[config.mk]
export PLATFORM = sky130hd
export DESIGN_NAME = uart_tx
export DESIGN_NICKNAME = d
export VERILOG_FILES = /design/src/rtl/uart_pkg.sv /design/src/rtl/flex_counter.sv /design/src/rtl/tx_timer.sv /design/src/rtl/uart_tx.sv
export SDC_FILE = /design/constraint.sdc
export NUM_CORES = 1
export LEC_CHECK = 0
export BUFFER_PORTS_ARGS = -buffer_cell sky130_fd_sc_hd__clkbuf_2
export CAP_MARGIN = 20
export CORE_UTILIZATION = 55
export CTS_CLUSTER_SIZE = 25
export DETAILED_ROUTE_END_ITERATION = 6
export PLACE_DENSITY = 0.76
export SETUP_SLACK_MARGIN = 0.02
export SYNTH_ARGS = -nofsm -noshare
export SYNTH_HDL_FRONTEND = slang
export SYNTH_SLANG_ARGS = --single-unit
[constraint.sdc]
create_clock -name clk -period 3 [get_ports clk]
set_clock_uncertainty 0.2 [all_clocks]
set_input_delay 0.45 -clock clk [delete_from_list [all_inputs] [get_ports clk]]
set_output_delay 0.45 -clock clk [all_outputs]
set_load 0.005 [all_outputs]
[src/rtl/uart_pkg.sv]
// Shared UART definitions: transmitter state encoding, line levels and the
// default bit timing that both the transmitter and the receiver are built on.
package uart_pkg;

  // Transmit FSM states.
  typedef enum logic [1:0] {
    IDLE  = 2'd0,
    START = 2'd1,
    DATA  = 2'd2,
    STOP  = 2'd3
  } tx_state_t;

  // Line levels for the framing bits and the idle line.
  localparam logic START_BIT  = 1'b0;
  localparam logic STOP_BIT   = 1'b1;
  localparam logic IDLE_LEVEL = 1'b1;

  // Default clocks per serial bit; the receiver samples with the same period.
  localparam int CLKS_PER_BIT = 10;

  // Width of a counter that must hold 0..clks-1 (never narrower than 1 bit).
  function automatic int cnt_width(input int clks);
    int w;
    w = $clog2(clks);
    if (w < 1) begin
      w = 1;
    end else begin
      w = w;
    end
    return w;
  endfunction

endpackage

[src/rtl/flex_counter.sv]
// Generic up-counter with synchronous clear, enable and programmable
// rollover value. Wraps to zero after reaching rollover_val; rollover_flag
// marks the enabled cycle in which that wrap will happen.
module flex_counter #(
  parameter int NUM_CNT_BITS = 4
) (
  input  logic                    clk,
  input  logic                    n_rst,
  input  logic                    clear,
  input  logic                    count_enable,
  input  logic [NUM_CNT_BITS-1:0] rollover_val,
  output logic [NUM_CNT_BITS-1:0] count_out,
  output logic                    rollover_flag
);

  logic [NUM_CNT_BITS-1:0] count_r;
  logic [NUM_CNT_BITS-1:0] count_next_s;
  logic                    at_max_s;

  assign at_max_s = (count_r == rollover_val);

  // Next count: clear wins, then enabled increment with wrap at rollover_val.
  always_comb begin
    count_next_s = count_r;
    if (clear) begin
      count_next_s = '0;
    end else if (count_enable) begin
      if (at_max_s) begin
        count_next_s = '0;
      end else begin
        count_next_s = count_r + NUM_CNT_BITS'(1);
      end
    end else begin
      count_next_s = count_r;
    end
  end

  // Count register.
  always_ff @(posedge clk or negedge n_rst) begin
    if (!n_rst) begin
      count_r <= '0;
    end else begin
      count_r <= count_next_s;
    end
  end

  assign count_out     = count_r;
  assign rollover_flag = count_enable & ~clear & at_max_s;

endmodule

[src/rtl/tx_timer.sv]
// Bit timing for the transmitter. A bit-period counter produces bit_strobe on
// the last clock of every serial bit; a bit counter, advanced only by strobes
// during the data phase, tracks which data bit is on the line.
module tx_timer #(
  parameter int CLKS_PER_BIT = uart_pkg::CLKS_PER_BIT,
  parameter int DATA_BITS    = 8
) (
  input  logic clk,
  input  logic n_rst,
  input  logic clear,
  input  logic enable,
  input  logic data_phase,
  output logic bit_strobe,
  output logic last_bit,
  output logic data_end
);

  import uart_pkg::*;

  localparam int              CW         = cnt_width(CLKS_PER_BIT);
  localparam logic [CW-1:0]   PERIOD_MAX = CW'(CLKS_PER_BIT - 1);
  localparam logic [2:0]      LAST_IDX   = 3'(DATA_BITS - 1);

  logic [CW-1:0] period_cnt_s;
  logic [2:0]    bit_idx_s;
  logic          bit_cnt_en_s;

  // Bit counter advances on the final clock of each data bit period.
  assign bit_cnt_en_s = enable & data_phase & (period_cnt_s == PERIOD_MAX);

  flex_counter #(
    .NUM_CNT_BITS(CW)
  ) u_period_cnt (
    .clk          (clk),
    .n_rst        (n_rst),
    .clear        (clear),
    .count_enable (enable),
    .rollover_val (PERIOD_MAX),
    .count_out    (period_cnt_s),
    .rollover_flag(bit_strobe)
  );

  // Wraps back to zero as the last data bit completes, ready for next frame.
  flex_counter #(
    .NUM_CNT_BITS(3)
  ) u_bit_cnt (
    .clk          (clk),
    .n_rst        (n_rst),
    .clear        (clear),
    .count_enable (bit_cnt_en_s),
    .rollover_val (LAST_IDX),
    .count_out    (bit_idx_s),
    .rollover_flag(data_end)
  );

  assign last_bit = (bit_idx_s == LAST_IDX);

endmodule

[src/rtl/uart_tx.sv]
// UART transmitter: accepts one word through a ready/start handshake and
// sends it as a start bit, DATA_BITS data bits LSB first, and one stop bit.
// All outputs are registered; next-cycle values are computed from the next
// state so the start bit appears on the line right after the accept edge.
module uart_tx #(
  parameter int CLKS_PER_BIT = uart_pkg::CLKS_PER_BIT,
  parameter int DATA_BITS    = 8
) (
  input  logic                 clk,
  input  logic                 n_rst,
  input  logic [DATA_BITS-1:0] tx_data,
  input  logic                 tx_start,
  output logic                 ready,
  output logic                 tx_out,
  output logic                 tx_done
);

  import uart_pkg::*;

  tx_state_t            state_r;
  tx_state_t            state_next_s;
  logic [DATA_BITS-1:0] shift_r;
  logic [DATA_BITS-1:0] shift_next_s;
  logic                 tx_out_r;
  logic                 tx_out_next_s;
  logic                 ready_r;
  logic                 ready_next_s;
  logic                 done_r;
  logic                 done_next_s;
  logic                 accept_s;
  logic                 bit_strobe_s;
  logic                 last_bit_s;
  logic                 data_end_s;

  // A start request only counts while idle; requests while busy are dropped.
  assign accept_s = (state_r == IDLE) & tx_start;

  tx_timer #(
    .CLKS_PER_BIT(CLKS_PER_BIT),
    .DATA_BITS   (DATA_BITS)
  ) u_timer (
    .clk       (clk),
    .n_rst     (n_rst),
    .clear     (accept_s),
    .enable    (state_r != IDLE),
    .data_phase(state_r == DATA),
    .bit_strobe(bit_strobe_s),
    .last_bit  (last_bit_s),
    .data_end  (data_end_s)
  );

  // State register.
  always_ff @(posedge clk or negedge n_rst) begin
    if (!n_rst) begin
      state_r <= IDLE;
    end else begin
      state_r <= state_next_s;
    end
  end

  // Next-state logic: each phase lasts whole bit periods.
  always_comb begin
    state_next_s = state_r;
    case (state_r)
      IDLE: begin
        if (tx_start) begin
          state_next_s = START;
        end else begin
          state_next_s = IDLE;
        end
      end
      START: begin
        if (bit_strobe_s) begin
          state_next_s = DATA;
        end else begin
          state_next_s = START;
        end
      end
      DATA: begin
        if (data_end_s) begin
          state_next_s = STOP;
        end else begin
          state_next_s = DATA;
        end
      end
      STOP: begin
        if (bit_strobe_s) begin
          state_next_s = IDLE;
        end else begin
          state_next_s = STOP;
        end
      end
      default: begin
        state_next_s = IDLE;
      end
    endcase
  end

  // Output logic: shift register update and next values of the output flops.
  always_comb begin
    shift_next_s = shift_r;
    if (accept_s) begin
      shift_next_s = tx_data;
    end else if ((state_r == DATA) && bit_strobe_s && !last_bit_s) begin
      shift_next_s = shift_r >> 1;
    end else begin
      shift_next_s = shift_r;
    end

    tx_out_next_s = IDLE_LEVEL;
    case (state_next_s)
      IDLE:    tx_out_next_s = IDLE_LEVEL;
      START:   tx_out_next_s = START_BIT;
      DATA:    tx_out_next_s = shift_next_s[0];
      STOP:    tx_out_next_s = STOP_BIT;
      default: tx_out_next_s = IDLE_LEVEL;
    endcase

    ready_next_s = (state_next_s == IDLE);
    done_next_s  = (state_r == STOP) && bit_strobe_s;
  end

  // Datapath and output registers; reset drives the line to its idle level.
  always_ff @(posedge clk or negedge n_rst) begin
    if (!n_rst) begin
      shift_r  <= '0;
      tx_out_r <= IDLE_LEVEL;
      ready_r  <= 1'b1;
      done_r   <= 1'b0;
    end else begin
      shift_r  <= shift_next_s;
      tx_out_r <= tx_out_next_s;
      ready_r  <= ready_next_s;
      done_r   <= done_next_s;
    end
  end

  assign tx_out  = tx_out_r;
  assign ready   = ready_r;
  assign tx_done = done_r;

endmodule

==> flow_summary.toml <==
[yosys]
syn_nets = 120
ys_seq_area_frac = 0.454
syn_area_um2 = 1110
synth_async_sr_flop_share = 1.00
ys.warnings.count = 0
synth_edf_count = 0
synth_seq_cells = 20
ys_types = 35
synthFlopType = "dfrtp_1"
syn_inst = 102
avgSynthCellArea_um2 = 10.9

[clock_network]
cts_buffer_depth = 2
numCtsBuffers = 3
path_clk_slew_ns = 0.12
htree_levels = 1
root_buffer = "clkbuf_4"
worstSkewPairLatency_ns = 0.31
tritoncts = "done"
clock-sinks = 20

[min_path]
min_path_type = "primary input to flop"

[die]
fp-row-count = 15
die_y_um = 46.9
ioPinCount = 14
start_util = 0.615
dieWidth_um = 46.9
die_area_um2 = 2200
core_area_um2 = 1800

[sta]
slew_headroom = 0.563
fin_crit_sh = 0.770
fin_hold_ws_ns = 0.137
finalSetupTns_ns = 0
rsz0062_at_grt = "no"
drv_slew = 0
hold_viol_final = 0
finalSetupViolations = 0
timing.fmax_ghz = 0.433
min_period_ns = 2.31
worst_pin_slew_ns = 0.653

[route]
vias_per_cell = 5.49
dr_total_vias = 769
routed_wl_mm = 1.97
first_pass_iters = 4
ant_nets = 0
drt_iter0_markers = 21
drc = 0
wl_per_cell_um = 14.0

[flow_run]
cap_violations = 0

[final_layout]
drive_gt1_frac = 0.235
fin_util = 0.676
nets = 134
final_cell_mix = "dfrtp_1, nand2_1, clkbuf_2, ha_1, and3_1"
area_growth_pct = 9.82
mostFrequentLayoutCell = "dfrtp_1"
antenna_cells = 0
design_area_um2 = 1220

[grt]
grt_usage = 0.213
overflow = 0
antenna_found_initial = 0
grt_pass1_vias = 729
grt_pass1_wl_mm = 3.21
grt_max_degree = 21

[placement]
gp_congestion = 0.808
dpl.hpwl_mm = 1.31
dpl_cell_area_um2 = 1150
io_buffer_count = 13

[run_status]
status = "complete, no violations"

[setup_path]
crit_required_ns = 3.04
critPathCaptureType = "flop"
worst-path-max-fanout = 5
critPathKind = "flop to flop"
worstPathArrival_ns = 2.35
crit_path_start_kind = "flop"

[power]
pwr_density_cell_nw_per_um2 = 900
power.leakage_nw = 0.575
totalPowerFinal_mw = 1.10
peakVddDrop_mv = 0.576
worst max-delay path: stages (launching register included):
cell,delay (ns)
dfrtp_1,0.43
inv_1,0.06
ha_1,0.19
and3b_1,0.21
and3_1,0.20
o31a_1,0.30
ha_1,0.23
nor2b_1,0.11
o21ai_1,0.08
o32ai_2,0.20
final timing paths:
path / to / slack, ns / depth (start not counted) / startpoint
setup / recovery: tx_out / 0.69 / 9 / u_timer.u_period_cnt.count_out[1]
hold / removal: shift_r[7] / 0.14 / 3 / tx_data[7]
setup reg to reg: tx_out / 0.69 / 9 / u_timer.u_period_cnt.count_out[1]
hold reg to reg: u_timer.u_bit_cnt.count_out[0] / 0.32 / 1 / u_timer.u_bit_cnt.count_out[0]
max in group asynchronous: tx_out / 1.83 / 2 / n_rst
min in group asynchronous: u_timer.u_period_cnt.count_out[1] / 0.42 / 2 / n_rst
cell families after synthesis:
| family | after synthesis | share of synthesized area |
|---|---|---|
| AO/OA/AOI/OAI | 21 | 0.156 |
| XOR/XNOR | 2 | 0.0158 |
| adder cells (fa/ha/maj) | 7 | 0.0790 |
| buffers and inverters | 10 | 0.0655 |
| flip-flops | 20 | 0.454 |
| multiplexers | 2 | 0.0181 |
| AND/OR/NAND/NOR | 40 | 0.212 |
per-layer routing:
metal	track usage	wire length (µm)
met3	0.0808	83
met1	0.271	941
met2	0.344	926
met5	0	0
met4	0.0514	14
layout make-up:
type,count,area [µm²]
multi-input combinational,72,533
sequential,20,503
clock inverter,1,30.0
inverter,4,15.0
tap,25,31.3
timing repair buffer,15,82.6
fill,158,584
clock buffer,3,22.5
registers in the layout, summed over array words and instances, names as in the netlist:
| signal | count |
|---|---|
| tx_out | 1 |
| tx_done | 1 |
| ready | 1 |
| u_timer.u_bit_cnt.count_out | 3 |
| state_r | 2 |
| u_timer.u_period_cnt.count_out | 4 |
| shift_r | 8 |
synthesized netlist by cell type, drive strengths merged, types with 2 or more instances:
library cell	count	share of area
o21ai	3	0.014
nor3	2	0.0090
buf	6	0.052
nor3b	2	0.028
and3b	3	0.024
nand3b	2	0.014
a221o	3	0.027
dfrtp	18	0.41
nor2	2	0.0068
o211ai	3	0.020
nand2	15	0.051
ha	7	0.079
nand3	4	0.018
a21oi	2	0.012
mux2i	2	0.018
dfstp	2	0.047
inv	4	0.014
and3	6	0.034
o31ai	5	0.034
timing repair:
action	4_1_cts	5_1_grt
setup buffers	0	0
setup endpoints to repair	0	0
endpoints found under the hold margin	18	0
hold buffers	1	0
gates resized for setup	0	0
where the power goes:
part           internal [mW]  switching [mW]
Clock                  0.135          0.0879
Sequential             0.392           0.110
Combinational          0.192           0.179
stage by stage:
stage	instances	setup slack [ns]
after global routing	140	0.579
after global placement	135	0.787
final	140	0.690
after detailed placement	135	0.700
after floorplan	102	0.759
after CTS	140	0.682
Power figures use the tool's default switching activity.
